==> src/rtl/adder_pkg.sv <==
// Shared definitions for the adders library: controller state encoding and
// the default datapath width.
package adder_pkg;

    localparam int DEFAULT_WIDTH = 8;

    typedef enum logic [1:0] {
        ST_IDLE = 2'd0,
        ST_RUN  = 2'd1,
        ST_DONE = 2'd2
    } state_t;

endpackage

==> src/rtl/full_adder_using_half_adder.sv <==
// 1-bit full-adder cell built from two half-adder stages and an OR for the
// carry; the only arithmetic element of the serial adder.
module full_adder_using_half_adder (
    input  logic a,
    input  logic b,
    input  logic cin,
    output logic sum,
    output logic cout
);

    logic hs1_s;
    logic hc1_s;
    logic hc2_s;

    assign hs1_s = a ^ b;
    assign hc1_s = a & b;
    assign sum   = hs1_s ^ cin;
    assign hc2_s = hs1_s & cin;
    assign cout  = hc1_s | hc2_s;

endmodule

==> src/rtl/serial_adder_ctrl.sv <==
// Bit-serial adder: one shared full-adder cell processes the operands
// LSB-first, one bit per clock, and returns sum/cout/ovf via a done/ack handshake.
module serial_adder_ctrl
    import adder_pkg::*;
#(
    parameter int WIDTH = DEFAULT_WIDTH
) (
    input  logic             clk,
    input  logic             rst,
    input  logic             start,
    input  logic [WIDTH-1:0] a,
    input  logic [WIDTH-1:0] b,
    input  logic             cin,
    input  logic             ack,
    output logic             busy,
    output logic             done,
    output logic [WIDTH-1:0] sum,
    output logic             cout,
    output logic             ovf
);

    localparam int CNT_W = $clog2(WIDTH);
    localparam logic [CNT_W-1:0] CNT_LAST = CNT_W'(WIDTH - 1);
    localparam logic [CNT_W-1:0] CNT_MSB  = CNT_W'(WIDTH - 2);

    state_t             state_r;
    logic [WIDTH-1:0]   a_r;
    logic [WIDTH-1:0]   b_r;
    logic [WIDTH-1:0]   sum_r;
    logic [CNT_W-1:0]   cnt_r;
    logic               carry_r;
    logic               cmsb_r;
    logic               busy_r;
    logic               done_r;
    logic               cout_r;
    logic               ovf_r;
    logic               fa_sum_s;
    logic               fa_cout_s;

    full_adder_using_half_adder u_fa (
        .a    (a_r[0]),
        .b    (b_r[0]),
        .cin  (carry_r),
        .sum  (fa_sum_s),
        .cout (fa_cout_s)
    );

    // Controller FSM together with the operand/result shift registers.
    always_ff @(posedge clk) begin
        if (rst) begin
            state_r <= ST_IDLE;
            a_r     <= '0;
            b_r     <= '0;
            sum_r   <= '0;
            cnt_r   <= '0;
            carry_r <= 1'b0;
            cmsb_r  <= 1'b0;
            busy_r  <= 1'b0;
            done_r  <= 1'b0;
            cout_r  <= 1'b0;
            ovf_r   <= 1'b0;
        end else begin
            case (state_r)
                ST_IDLE: begin
                    if (start) begin
                        a_r     <= a;
                        b_r     <= b;
                        carry_r <= cin;
                        cnt_r   <= '0;
                        busy_r  <= 1'b1;
                        state_r <= ST_RUN;
                    end
                end
                ST_RUN: begin
                    a_r     <= {1'b0, a_r[WIDTH-1:1]};
                    b_r     <= {1'b0, b_r[WIDTH-1:1]};
                    sum_r   <= {fa_sum_s, sum_r[WIDTH-1:1]};
                    carry_r <= fa_cout_s;
                    if (cnt_r == CNT_MSB) begin
                        cmsb_r <= fa_cout_s;
                    end
                    // Last bit: the counter stops here so it never wraps.
                    if (cnt_r == CNT_LAST) begin
                        cout_r  <= fa_cout_s;
                        ovf_r   <= cmsb_r ^ fa_cout_s;
                        busy_r  <= 1'b0;
                        done_r  <= 1'b1;
                        state_r <= ST_DONE;
                    end else begin
                        cnt_r <= cnt_r + CNT_W'(1);
                    end
                end
                ST_DONE: begin
                    if (ack) begin
                        done_r  <= 1'b0;
                        state_r <= ST_IDLE;
                    end
                end
                default: begin
                    busy_r  <= 1'b0;
                    done_r  <= 1'b0;
                    state_r <= ST_IDLE;
                end
            endcase
        end
    end

    assign busy = busy_r;
    assign done = done_r;
    assign sum  = sum_r;
    assign cout = cout_r;
    assign ovf  = ovf_r;

endmodule
==> config.mk <==
export PLATFORM = sky130hd
export DESIGN_NAME = serial_adder_ctrl
export DESIGN_NICKNAME = d
export VERILOG_FILES = /design/src/rtl/adder_pkg.sv /design/src/rtl/full_adder_using_half_adder.sv /design/src/rtl/serial_adder_ctrl.sv
export SDC_FILE = /design/constraint.sdc
export NUM_CORES = 1
export LEC_CHECK = 0
export CORE_AREA = 2 2 58 60
export DETAILED_ROUTE_END_ITERATION = 10
export DIE_AREA = 0 0 60 62
export GPL_ROUTABILITY_DRIVEN = 0
export PLACE_DENSITY = 0.85
export SLEW_MARGIN = 20
export SYNTH_ARGS = -nofsm -noshare
export SYNTH_HDL_FRONTEND = slang
export SYNTH_SLANG_ARGS = --single-unit
export TNS_END_PERCENT = 5
==> constraint.sdc <==
create_clock -name clk -period 3.9 [get_ports clk]
set_clock_uncertainty 0.15 [all_clocks]
set_input_delay 0.39 -clock clk [delete_from_list [all_inputs] [get_ports clk]]
set_output_delay 0.39 -clock clk [all_outputs]
set_load 0.01 [all_outputs]
## Word-level counts from Yosys, hierarchy flattened

Index checks and enable logic that the tools add are counted.

| word-level totals | value |
|---|---|
| register bits after elaboration | 35 |
| bits in latches | 0 |
| RAM bits | 0 |
| ROM bits | 0 |
| bits of input ports | 21 |
| output and inout bits | 12 |
| logic and storage cells | 56 |
| memories kept | 0 |

| cells by class | value |
|---|---|
| add/subtract/negate cells | 1 |
| multiply operators | 0 |
| div/mod/pow operators | 0 |
| $lt $le $gt $ge | 0 |
| eq/ne operators | 8 |
| shift operators | 0 |
| multiplexer cells | 19 |
| bitwise logic cells | 8 |
| reduce and logical (&&, ||, !) cells | 9 |

Operator list:

| operator | number |
|---|---|
| 8-bit case mux with 2 select lines | 2 |
| 8-bit 2-to-1 mux | 2 |
| 3-bit AND reduction | 4 |
| 2-bit != test, second input constant | 4 |
| 3-bit equality test, second input constant | 2 |
| 2-bit 2-to-1 mux | 3 |
| 3-bit 2-to-1 mux | 2 |
| 1-bit case mux with 3 select lines | 2 |
| 2-bit case mux with 3 select lines | 1 |
| 3-bit case mux with 2 select lines | 1 |
| 2-bit AND reduction | 3 |
| 1-bit 2-to-1 mux | 5 |
| 3-bit by 1-bit adder with 3-bit output, second input constant | 1 |
| 1-bit bitwise XOR | 3 |
| 1-bit bitwise AND | 2 |
| 2-bit by 1-bit equality test with 1-bit output, second input constant | 1 |
| 2-bit equality test, second input constant | 1 |
| 2-bit logical NOT | 1 |
| 1-bit NOT | 2 |
| 1-bit case mux with 2 select lines | 1 |
| 2-bit nonzero test | 1 |
| 1-bit OR | 1 |

## Longest topological paths before layout

Gate-level depths: netlist of run 1.

| logic depth | value |
|---|---|
| depth in word-level cells | 4 |
| depth in mapped cells | 6 |
| depth with buffers taken out | 5 |

## Hierarchy

Synthesis of run 1 repeated with hierarchy kept, for this count alone.

| second synthesis, totals | value |
|---|---|
| cell total of the unflattened synthesis | 182 |
| area, all modules | 1500.2 µm² |

By module, submodules not included:

| module | times used | cells an instance | area an instance (µm²) | sequential area each (µm²) |
|---|---|---|---|---|
| serial_adder_ctrl | 1 | 181 | 1480.2 | 700.7 |
| full_adder_using_half_adder | 1 | 1 | 20.0 | 0.0 |

## Worst setup path before layout of run 1

Ideal clock, no wire load.

| timing path | value |
|---|---|
| kind | flip-flop to flip-flop |
| start | register cnt_r[0] |
| end | register cnt_r[0] |
| setup time | 132 ps |
| arrival | 1166 ps |
| required time | 3618 ps |
| path slack | 2452 ps |
| cell stages (with the launch flop) | 7 |
| path buffers | 1 |
| period minus slack after synthesis | 1448 ps |
| cell sequence | dfxtp_1 -> ha_1 -> ha_1 -> buf_2 -> and3_1 -> a31oi_1 -> a21oi_1 |

| on the way | value |
|---|---|
| longest elaborated chain between the ends | 3 |
| elaborated cells on any way between the ends | 6 |
| those cells by class | 1 x add/sub; 2 x eq/ne; 2 x mux; 1 x reduce/logical |

RTL lines:

| element | line | source |
|---|---|---|
| from (decl) | serial_adder_ctrl.sv:30 | `logic [CNT_W-1:0] cnt_r;` |
| from (signal assigned) | serial_adder_ctrl.sv:90 | `cnt_r <= cnt_r + CNT_W'(1);` |
| 3-bit by 1-bit adder with 3-bit output / 3-bit equality test (equally long branches) | serial_adder_ctrl.sv:90, serial_adder_ctrl.sv:83 |  |
| 3-bit 2-to-1 mux / 2-bit != test (equally long branches) | -- |  |
| 3-bit case mux with 2 select lines / 3-bit AND reduction (equally long branches) | -- |  |

Several ways; a longest one is shown, not always the timed one. The select of a mux whose other input is x is not followed.
A chain may end at the register's enable or synchronous reset.

## Worst setup path in the final report of run 1

| timing path | value |
|---|---|
| start | register state_r[0] |
| end | register a_r[2] |

| on the way | value |
|---|---|
| longest elaborated chain between the ends | 3 |
| elaborated cells on any way between the ends | 6 |
| those cells by class | 2 x eq/ne; 1 x mux; 3 x reduce/logical |

RTL lines:

| element | line | source |
|---|---|---|
| from (decl) | serial_adder_ctrl.sv:26 | `state_t state_r;` |
| from (signal assigned) | serial_adder_ctrl.sv:51 | `state_r <= ST_IDLE;` |
| from (signal assigned) | serial_adder_ctrl.sv:71 | `state_r <= ST_RUN;` |
| from (signal assigned) | serial_adder_ctrl.sv:88 | `state_r <= ST_DONE;` |
| 2-bit by 1-bit equality test with 1-bit output / 2-bit logical NOT (equally long branches) | serial_adder_ctrl.sv:63 | `case (state_r)` |
| 2-bit nonzero test (no line) / 2-bit != test (equally long branches) | -- |  |
| 2-bit AND reduction (no line) | -- |  |
| to (signal assigned) | serial_adder_ctrl.sv:75 | `a_r <= {1'b0, a_r[WIDTH-1:1]};` |
| to (decl) | serial_adder_ctrl.sv:27 | `logic [WIDTH-1:0] a_r;` |

Several ways; a longest one is shown, not always the timed one.

==> impl_metrics.toml, run 1 <==
[clock_tree]
cts_hold_repair.buffers = 0
cts_resized = 0
cts_root_buf = "clkbuf_4"
clockBufferDepth = 2
numCtsBuffers = 5
cts.sinks = 35
cts_max_level = 2
clk_latency_ns = 0.33
clk_pin_slew_ns = 0.10
post_cts_buffers = 0
cts_tree = "done"

[grt]
grt_pass1_wl_mm = 4.85
grtUsageMet1_pct = 19.0
groute.usage.overall_pct = 17.7
grt_pass1_vias = 1165
overflow = 0
use_met2_pct = 31.8
grt_max_degree = 36
antenna_found_initial = 0
top_usage_layer = "met2"
grtUsageMet3_pct = 7.04

[pwr]
power.density_nw_per_um2 = 360
power.leakage_uw = 0.000724
peakVddDrop_uv = 263
power_uw = 717

[synth]
synth_compound_area_share_pct = 21.0
synth-async-reset-ratio_pct = 0
yosysTopAreaCellShare_pct = 43.0
ys.flop_type = "dfxtp_1"
yosysSeqAreaShare_pct = 43.0
synth_fa_ha_area_share_pct = 3.53
synthXorXnorAreaFrac_pct = 0.537
synth-seq-cells = 35
yosysMostFrequentCell = "dfxtp_1"
netlist_top_cells_count = "dfxtp_1 (35), nand2_1 (25), nor2_1 (18)"
syn-instance-count = 173
synth_top_family_by_area = "compound AO/OA/AOI/OAI gates"
yosys-top-cells-area = "dfxtp_1 (43%), a211oi_2 (12%), mux2i_1 (9.8%), nand2_1 (5.8%), a21oi_1 (5.2%)"
synth_top_cell_by_area = "dfxtp_1"
synth_fp_nets = 198
synth_area_um2 = 1630
ys_warn_count = 0
yosys.area_share.simple_pct = 15.7
yosysUniqueCellTypes = 27
synth_mux_area_share_pct = 9.82
syn_area_per_cell_um2 = 9.42
synth_edf_count = 0

[routing]
vias_per_cell = 5.26
detail-route-antenna-nets = 0
route.detailed.drc = 0
drtIter0Drc = 16
drtPass1Iterations = 4
routedWlPerCell_um = 12.4
totalWireLength_mm = 3.04
via_count = 1295

[status]
run_status = "completed"

[layout]
nNetsFinal = 224
drive_gt1_share_pct = 13.0
final_cell_count_no_fill = 246
syn_to_final_growth_pct = 22.3
seqCellArea_um2 = 701
n_fill_cell = 278
multi_input_area_um2 = 825
diodes = 0

[floorplan]
die_w_um = 60
core_um2 = 3180
die_h_um = 62
io_pins = 33
rows = 21
initial_utilization_pct = 51.3
die_area_um2 = 3720

[setup_path]
regToRegStartpoint = "state_r[0]"
worstSetupPathType = "reg -> reg"
crit_required_ns = 4.01
arrival_ns = 2.21
reg2reg_slack_ns = 1.80
cp_max_fo = 30
reg2reg_depth = 4
endpoint_kind = "flip-flop"
crit_path_start_kind = "flip-flop"
rr_endpoint = "a_r[2]"

[worst_hold_path]
whs_endpoint = "sum[0]"
hp-start = "sum[0]"
min_path_type = "reg -> reg"
hold_depth = 2

[sta]
tightest_slew_ns = 0.605
setup_viol = 0
fin_crit_sh_pct = 53.9
timing.final.max_slew_violations = 0
slew_headroom_pct = 59.6
min_period_ns = 2.10
rsz0062_at_grt = "false"
hold_viol_final = 0
timing.fmax_ghz = 0.476
holdWs_ns = 0.320
setup_tns_ns = 0

[placement]
dp_cells = 238
hpwlAfterDp_mm = 2.19
portBuffers = 32

[flow_run]
maxCapViolCount = 0
[worst max-delay path, stage by stage, from the launching register on]
cell and delay [ns]:
dfxtp_1 0.72, buf_4 0.37, o21ba_4 0.47, nor2_1 0.11
a211oi_2 0.21
[final cells by class]
class	count	share of cell area, %
repair buffers	34	16.8
clock buffers	8	3.45
well taps	46	2.89
multi-input cells	121	41.3
flip-flops and latches	35	35.1
inverters	2	0.376
[flip-flops by register name (all words and copies together) (netlist names)]
name and count:
ovf 1, state_r 2, done 1, a_r 8, cmsb_r 1, sum 8
b_r 8, cnt_r 3, busy 1, carry_r 1, cout 1
[placed cells by master, fill, tap and decap left out]
| master | count |
|---|---|
| o21bai_1 | 2 |
| clkdlybuf4s50_1 | 32 |
| xor2_1 | 1 |
| clkbuf_8 | 2 |
| and3_1 | 1 |
| ha_1 | 3 |
| nand2_1 | 25 |
| nor2_1 | 18 |
| nand3_1 | 5 |
| dfxtp_1 | 35 |
| fa_1 | 1 |
| o21ai_0 | 4 |
| nand2b_1 | 1 |
| a21oi_1 | 17 |
| nand4_1 | 1 |
| a31oi_1 | 3 |
| inv_1 | 2 |
| clkbuf_1 | 1 |
| clkbuf_4 | 5 |
| buf_4 | 2 |
| nor2b_2 | 1 |
| nor2b_1 | 1 |
| mux2i_1 | 16 |
| nand3b_1 | 4 |
| o21ba_4 | 1 |
| a211oi_2 | 15 |
| nor3_1 | 1 |
[routing by layer]
layer	share of wire, %	vias to the layer above	wire, um
met5	0	-	0
met4	1.2	0	36
met3	5.3	5	161
met2	52	28	1600
met1	41	612	1250
li1	-	650	-
[stage by stage]
| stage | area, um^2 | utilization [%] | worst slack, ns |
|---|---|---|---|
| after detailed placement | 1930 | 60.6 | 1.82 |
| after global placement | 1930 | 60.6 | 1.90 |
| final | 1990 | 62.7 | 1.80 |
| after CTS | 1990 | 62.7 | 1.80 |
| after global routing | 1990 | 62.7 | 1.66 |
| after floorplan | 1630 | - | 2.45 |
[kinds of logic after synthesis]
logic type | count (synthesis)
DFF | 35
buffers and inverters | 17
xor gates and xnor gates | 1
muxes | 16
adders and majority gates | 4
and+or+nand+nor | 58
AOI/OAI and AO/OA | 42
[power by group]
| part | internal (uW) | total (uW) | switching, uW | leakage [uW] |
|---|---|---|---|---|
| sequential | 377 | 392 | 15.1 | 0.000287 |
| combinational | 55.7 | 107 | 51.2 | 0.000399 |
| clock | 106 | 219 | 113 | 0.0000386 |
| total | 539 | 717 | 179 | 0.000724 |
[how the worst max path moves through the flow]
stage / cells after the start / startpoint / slack (ns) / end
4_1_cts: 4 / state_r[0] / 1.80 / a_r[2]
3_5_place_dp: 4 / state_r[0] / 1.82 / a_r[2]
2_1_floorplan: 6 / cnt_r[0] / 2.45 / cnt_r[0]
3_3_place_gp: 4 / state_r[0] / 1.90 / a_r[0]
6_report: 4 / state_r[0] / 1.80 / a_r[2]
5_1_grt: 4 / state_r[0] / 1.66 / a_r[6]
Power figures use the tool's default switching activity.
==> run 2, diff against run 1 <==
--- a/config.mk
+++ b/config.mk
@@ -5,11 +5,11 @@
 export SDC_FILE = /design/constraint.sdc
 export NUM_CORES = 1
 export LEC_CHECK = 0
-export CORE_AREA = 2 2 58 60
+export CORE_AREA = 2 2 61 63
 export DETAILED_ROUTE_END_ITERATION = 10
-export DIE_AREA = 0 0 60 62
+export DIE_AREA = 0 0 63 65
 export GPL_ROUTABILITY_DRIVEN = 0
-export PLACE_DENSITY = 0.85
+export PLACE_DENSITY = 0.78
 export SLEW_MARGIN = 20
 export SYNTH_ARGS = -nofsm -noshare
 export SYNTH_HDL_FRONTEND = slang
==> constraint.sdc (replaced) <==
create_clock -name clk -period 2.05 [get_ports clk]
set_clock_uncertainty 0.15 [all_clocks]
set_input_delay 0.205 -clock clk [delete_from_list [all_inputs] [get_ports clk]]
set_output_delay 0.205 -clock clk [all_outputs]
set_load 0.01 [all_outputs]
==> run 2 against run 1 <==
Sequential share of layout area is 0.18 points lower; critical path depth is 3 lower; routed wire length about the same; clock-buffer cell count unchanged; combinational power increased by 95%; clock power increased by 92%; final cell count is 1.2% higher; non-clock buffer count rose by 1; setup slack worse by 1.3 ns; via count fell by 2.2%; critical endpoint is now sum[7].
==> impl_metrics.toml, run 2 (synthesized netlist as in run 1, its figures left out) <==
[grt]
overflow = 0
grt_pass1_wl_mm = 5.28
groute.usage.overall_pct = 16.3
antenna_found_initial = 0
grt_pass1_vias = 1181
grt_max_degree = 36

[layout]
final_cell_mix = "dfxtp_1 (35), clkdlybuf4s50_1 (32), nand2_1 (25)"
syn_to_final_growth_pct = 22.9
design_area_um2 = 2000
final_common_cell = "dfxtp_1"
nNetsFinal = 225
multi_input_area_um2 = 825
diodes = 0
seqCellArea_um2 = 701
n_fill_cell = 333
drive_gt1_share_pct = 13.4

[routing]
via_count = 1267
vias_per_cell = 5.09
route.detailed.drc = 0
routedWlPerCell_um = 12.2
drtPass1Iterations = 5
totalWireLength_mm = 3.04
drtIter0Drc = 43
detail-route-antenna-nets = 0

[placement]
place_area_um2 = 1940
portBuffers = 32
place_ws_ns = 0.254
hpwlAfterDp_mm = 2.14

[clock_tree]
cts_tree = "done"
cts.sinks = 35
clk_pin_slew_ns = 0.10
cts_max_level = 2
clockBufferDepth = 2
cts_root_buf = "clkbuf_4"
post_cts_buffers = 0
cts_hold_repair.buffers = 0
numCtsBuffers = 5
clk_latency_ns = 0.33
cts_resized = 0

[pwr]
power.density_nw_per_um2 = 685
power_uw = 1370
peakVddDrop_uv = 441
power.leakage_uw = 0.000729

[sta]
setup_tns_ns = 0
fin_crit_sh_pct = 78.1
hold_viol_final = 0
min_period_ns = 1.60
timing.fmax_ghz = 0.624
timing.final.max_slew_violations = 0
tightest_slew_ns = 0.442
slew_headroom_pct = 70.5
rsz0062_at_grt = "false"
setup_ws_ns = 0.448
setup_viol = 0

[floorplan]
die_area_um2 = 4100
io_pins = 33
core_um2 = 3500
die_h_um = 65
initial_utilization_pct = 46.6
rows = 22
die_w_um = 63

[setup_path]
worst_path_max_delay_cell = "clkdlybuf4s50_1"
slowest_delay_ns = 0.54
crit_family = "buffers and inverters"
crit_buf_inv = 1
endpoint_kind = "output port"
crit_path_start_kind = "flip-flop"
cp_max_fo = 3
worstSetupPathType = "reg -> out"
crit_required_ns = 1.69
crit_chain = "clkdlybuf4s50_1"
arrival_ns = 1.25

[status]
run_status = "completed"

[worst_hold_path]
min_path_type = "in -> reg"

[flow_run]
maxCapViolCount = 0
==> run 2: tightest hold or removal path, cell delays in order <==
cell	delay (ns)
clkdlybuf4s50_1	0.40
nand3b_1	0.08
a21oi_1	0.06
==> run 2: area by class of cell <==
class | count | area share [%]
clock buffer | 8 | 3.43
inverter | 2 | 0.375
multi-input combinational | 121 | 41.1
sequential | 35 | 35.0
tap | 48 | 3.00
timing repair buffer | 35 | 17.1
==> run 2: path summary, 6_finish.rpt <==
path / startpoint / to / slack (ns) / depth (start not counted)
max reg2reg: state_r[0] / a_r[6] / 0.45 / 3
min reg2reg: sum[0] / sum[0] / 0.31 / 2
min: b[7] / b_r[7] / 0.30 / 3
max: sum[7] / sum[7] / 0.45 / 1
==> run 2: per-stage QoR <==
| stage | std cells | hold slack (ns) | utilization, % |
|---|---|---|---|
| global placement | 241 | 0.292 | 55.4 |
| finish | 249 | 0.297 | 57.3 |
| detailed placement | 241 | 0.298 | 55.4 |
| global route | 249 | 0.295 | 57.3 |
| floorplan | 173 | 0.215 | - |
| CTS | 249 | 0.283 | 57.3 |
==> run 2: per-layer routing <==
| metal | wire length, um | up-vias | GRT usage, % |
|---|---|---|---|
| met5 | 0 | - | 0 |
| met1 | 1340 | 584 | 19.6 |
| met2 | 1520 | 30 | 27.7 |
| li1 | - | 649 | - |
| met4 | 31 | 0 | 5.00 |
| met3 | 151 | 4 | 5.38 |
==> run 2: power by group <==
| group | internal, uW | switching (uW) |
|---|---|---|
| clock network | 202 | 220 |
| registers | 717 | 25.6 |
| logic | 107 | 102 |
| total | 1030 | 347 |
==> run 3, diff against run 2 <==
--- a/config.mk
+++ b/config.mk
@@ -5,11 +5,11 @@
 export SDC_FILE = /design/constraint.sdc
 export NUM_CORES = 1
 export LEC_CHECK = 0
-export CORE_AREA = 2 2 61 63
+export CORE_AREA = 2 2 64 66
 export DETAILED_ROUTE_END_ITERATION = 10
-export DIE_AREA = 0 0 63 65
+export DIE_AREA = 0 0 66 68
 export GPL_ROUTABILITY_DRIVEN = 0
-export PLACE_DENSITY = 0.78
+export PLACE_DENSITY = 0.75
 export SLEW_MARGIN = 20
 export SYNTH_ARGS = -nofsm -noshare
 export SYNTH_HDL_FRONTEND = slang
==> constraint.sdc (replaced) <==
create_clock -name clk -period 1.4 [get_ports clk]
set_clock_uncertainty 0.15 [all_clocks]
set_input_delay 0.14 -clock clk [delete_from_list [all_inputs] [get_ports clk]]
set_output_delay 0.14 -clock clk [all_outputs]
set_load 0.01 [all_outputs]
==> run 3 against run 2 <==
Combinational power up 65%; routed wire length is 1.6% higher; sequential share of layout area fell by 2.6 points; worst hold slack got worse by 0.013 ns; highest routed layer unchanged.
==> impl_metrics.toml, run 3 (synthesized netlist as in run 1, its figures left out) <==
[layout]
drive_gt1_share_pct = 21.6
diodes = 0
final_util_pct = 56.5
nNetsFinal = 238
final_common_cell = "dfxtp_1"
syn_to_final_growth_pct = 33.5
final_cell_mix = "dfxtp_1 (32), nand2_1 (25), clkdlybuf4s50_1 (20)"
final_cell_count_no_fill = 263
n_fill_cell = 358

[grt]
overflow = 0
grt_max_degree = 36
groute.usage.overall_pct = 15.6
antenna_found_initial = 0
grt_pass1_wl_mm = 5.35
grt_pass1_vias = 1234

[setup_path]
arrival_ns = 1.38
crit_chain = "ha_2 -> ha_4 -> and3_1 -> a31oi_1 -> a21oi_1"
crit_buf_inv = 0
cp_max_fo = 7
worst_path_max_delay_cell = "dfxtp_1"
slowest_delay_ns = 0.32
endpoint_kind = "flip-flop"
crit_family = "adder cells"
crit_path_start_kind = "flip-flop"
crit_required_ns = 1.42
worstSetupPathType = "reg -> reg"

[sta]
fin_crit_sh_pct = 97.0
setup_viol = 0
setup_tns_ns = 0
slew_headroom_pct = 82.0
timing.fmax_ghz = 0.736
tightest_slew_ns = 0.269
setup_ws_ns = 0.0419
timing.final.max_slew_violations = 0
min_period_ns = 1.36
hold_viol_final = 0

[placement]
place_ws_ns = -0.0943
hpwlAfterDp_mm = 2.10
dp_cells = 256
portBuffers = 32

[clock_tree]
cts_hold_repair.buffers = 0
clockBufferDepth = 2
cts_max_level = 2
clk_latency_ns = 0.28
numCtsBuffers = 5
cts_tree = "done"
cts_root_buf = "clkbuf_8"
clk_pin_slew_ns = 0.07
cts.sinks = 35

[flow_run]
maxCapViolCount = 0

[worst_hold_path]
min_path_type = "in -> reg"

[routing]
totalWireLength_mm = 3.08
via_count = 1319
drtIter0Drc = 36
routedWlPerCell_um = 11.7
vias_per_cell = 5.02
route.detailed.drc = 0
drtPass1Iterations = 4
detail-route-antenna-nets = 0

[floorplan]
rows = 23
initial_utilization_pct = 42.3
core_um2 = 3860
die_w_um = 66
die_area_um2 = 4490
die_h_um = 68
io_pins = 33

[pwr]
power_uw = 2300
power.density_nw_per_um2 = 1060
peakVddDrop_uv = 669
power.leakage_uw = 0.000870

[status]
run_status = "completed"
-- run 3: power breakdown --
part	total [uW]	internal (uW)	switching, uW
registers	1090	1050	35.8
logic	344	188	156
clock network	873	522	352
-- run 3: worst paths after layout --
check	start	end	slack, ns	cells past startpoint
worst max-delay path	cnt_r[0]	cnt_r[0]	0.04	5
worst min-delay path	b[7]	b_r[7]	0.28	3
worst max register to register	cnt_r[0]	cnt_r[0]	0.04	5
worst min register to register	ovf	ovf	0.30	2
-- run 3: tightest hold or removal path: cells and delay by family --
| family | cells | cell delay, ns |
|---|---|---|
| buf+inv | 1 | 0.39 |
| simple gates | 1 | 0.08 |
| compound gates | 1 | 0.06 |
-- run 3: final cells by class --
class / instances / area [um^2] / share of cell area (%)
Timing Repair Buffer: 48 / 450 / 20.7
Clock inverter: 1 / 30.0 / 1.38
Multi-Input combinational cell: 121 / 850 / 39.0
Inverter: 2 / 7.51 / 0.345
Clock buffer: 6 / 72.6 / 3.33
Tap cell: 50 / 62.6 / 2.87
Sequential cell: 35 / 704 / 32.4
-- run 3: per-layer routing --
layer | track usage [%] | routed length [um] | part of all wire (%)
met4 | 6.12 | 31 | 1.0
met2 | 26.1 | 1490 | 48
met5 | 0 | 0 | 0
met1 | 18.8 | 1430 | 46
met3 | 4.93 | 136 | 4.4
-- run 3: repair_timing --
item | 4_1_cts | 5_1_grt
pin swaps | 0 | 1
endpoints found under the setup margin | 34 | 6
gates resized for setup | 15 | 4
setup buffers | 0 | 0
-- run 3: through the flow --
stage	hold slack [ns]	area, um^2
after floorplan	0.150	1640
after global placement	0.293	2070
after detailed placement	0.295	2070
after CTS	0.288	2160
after global routing	0.309	2180
final	0.284	2180
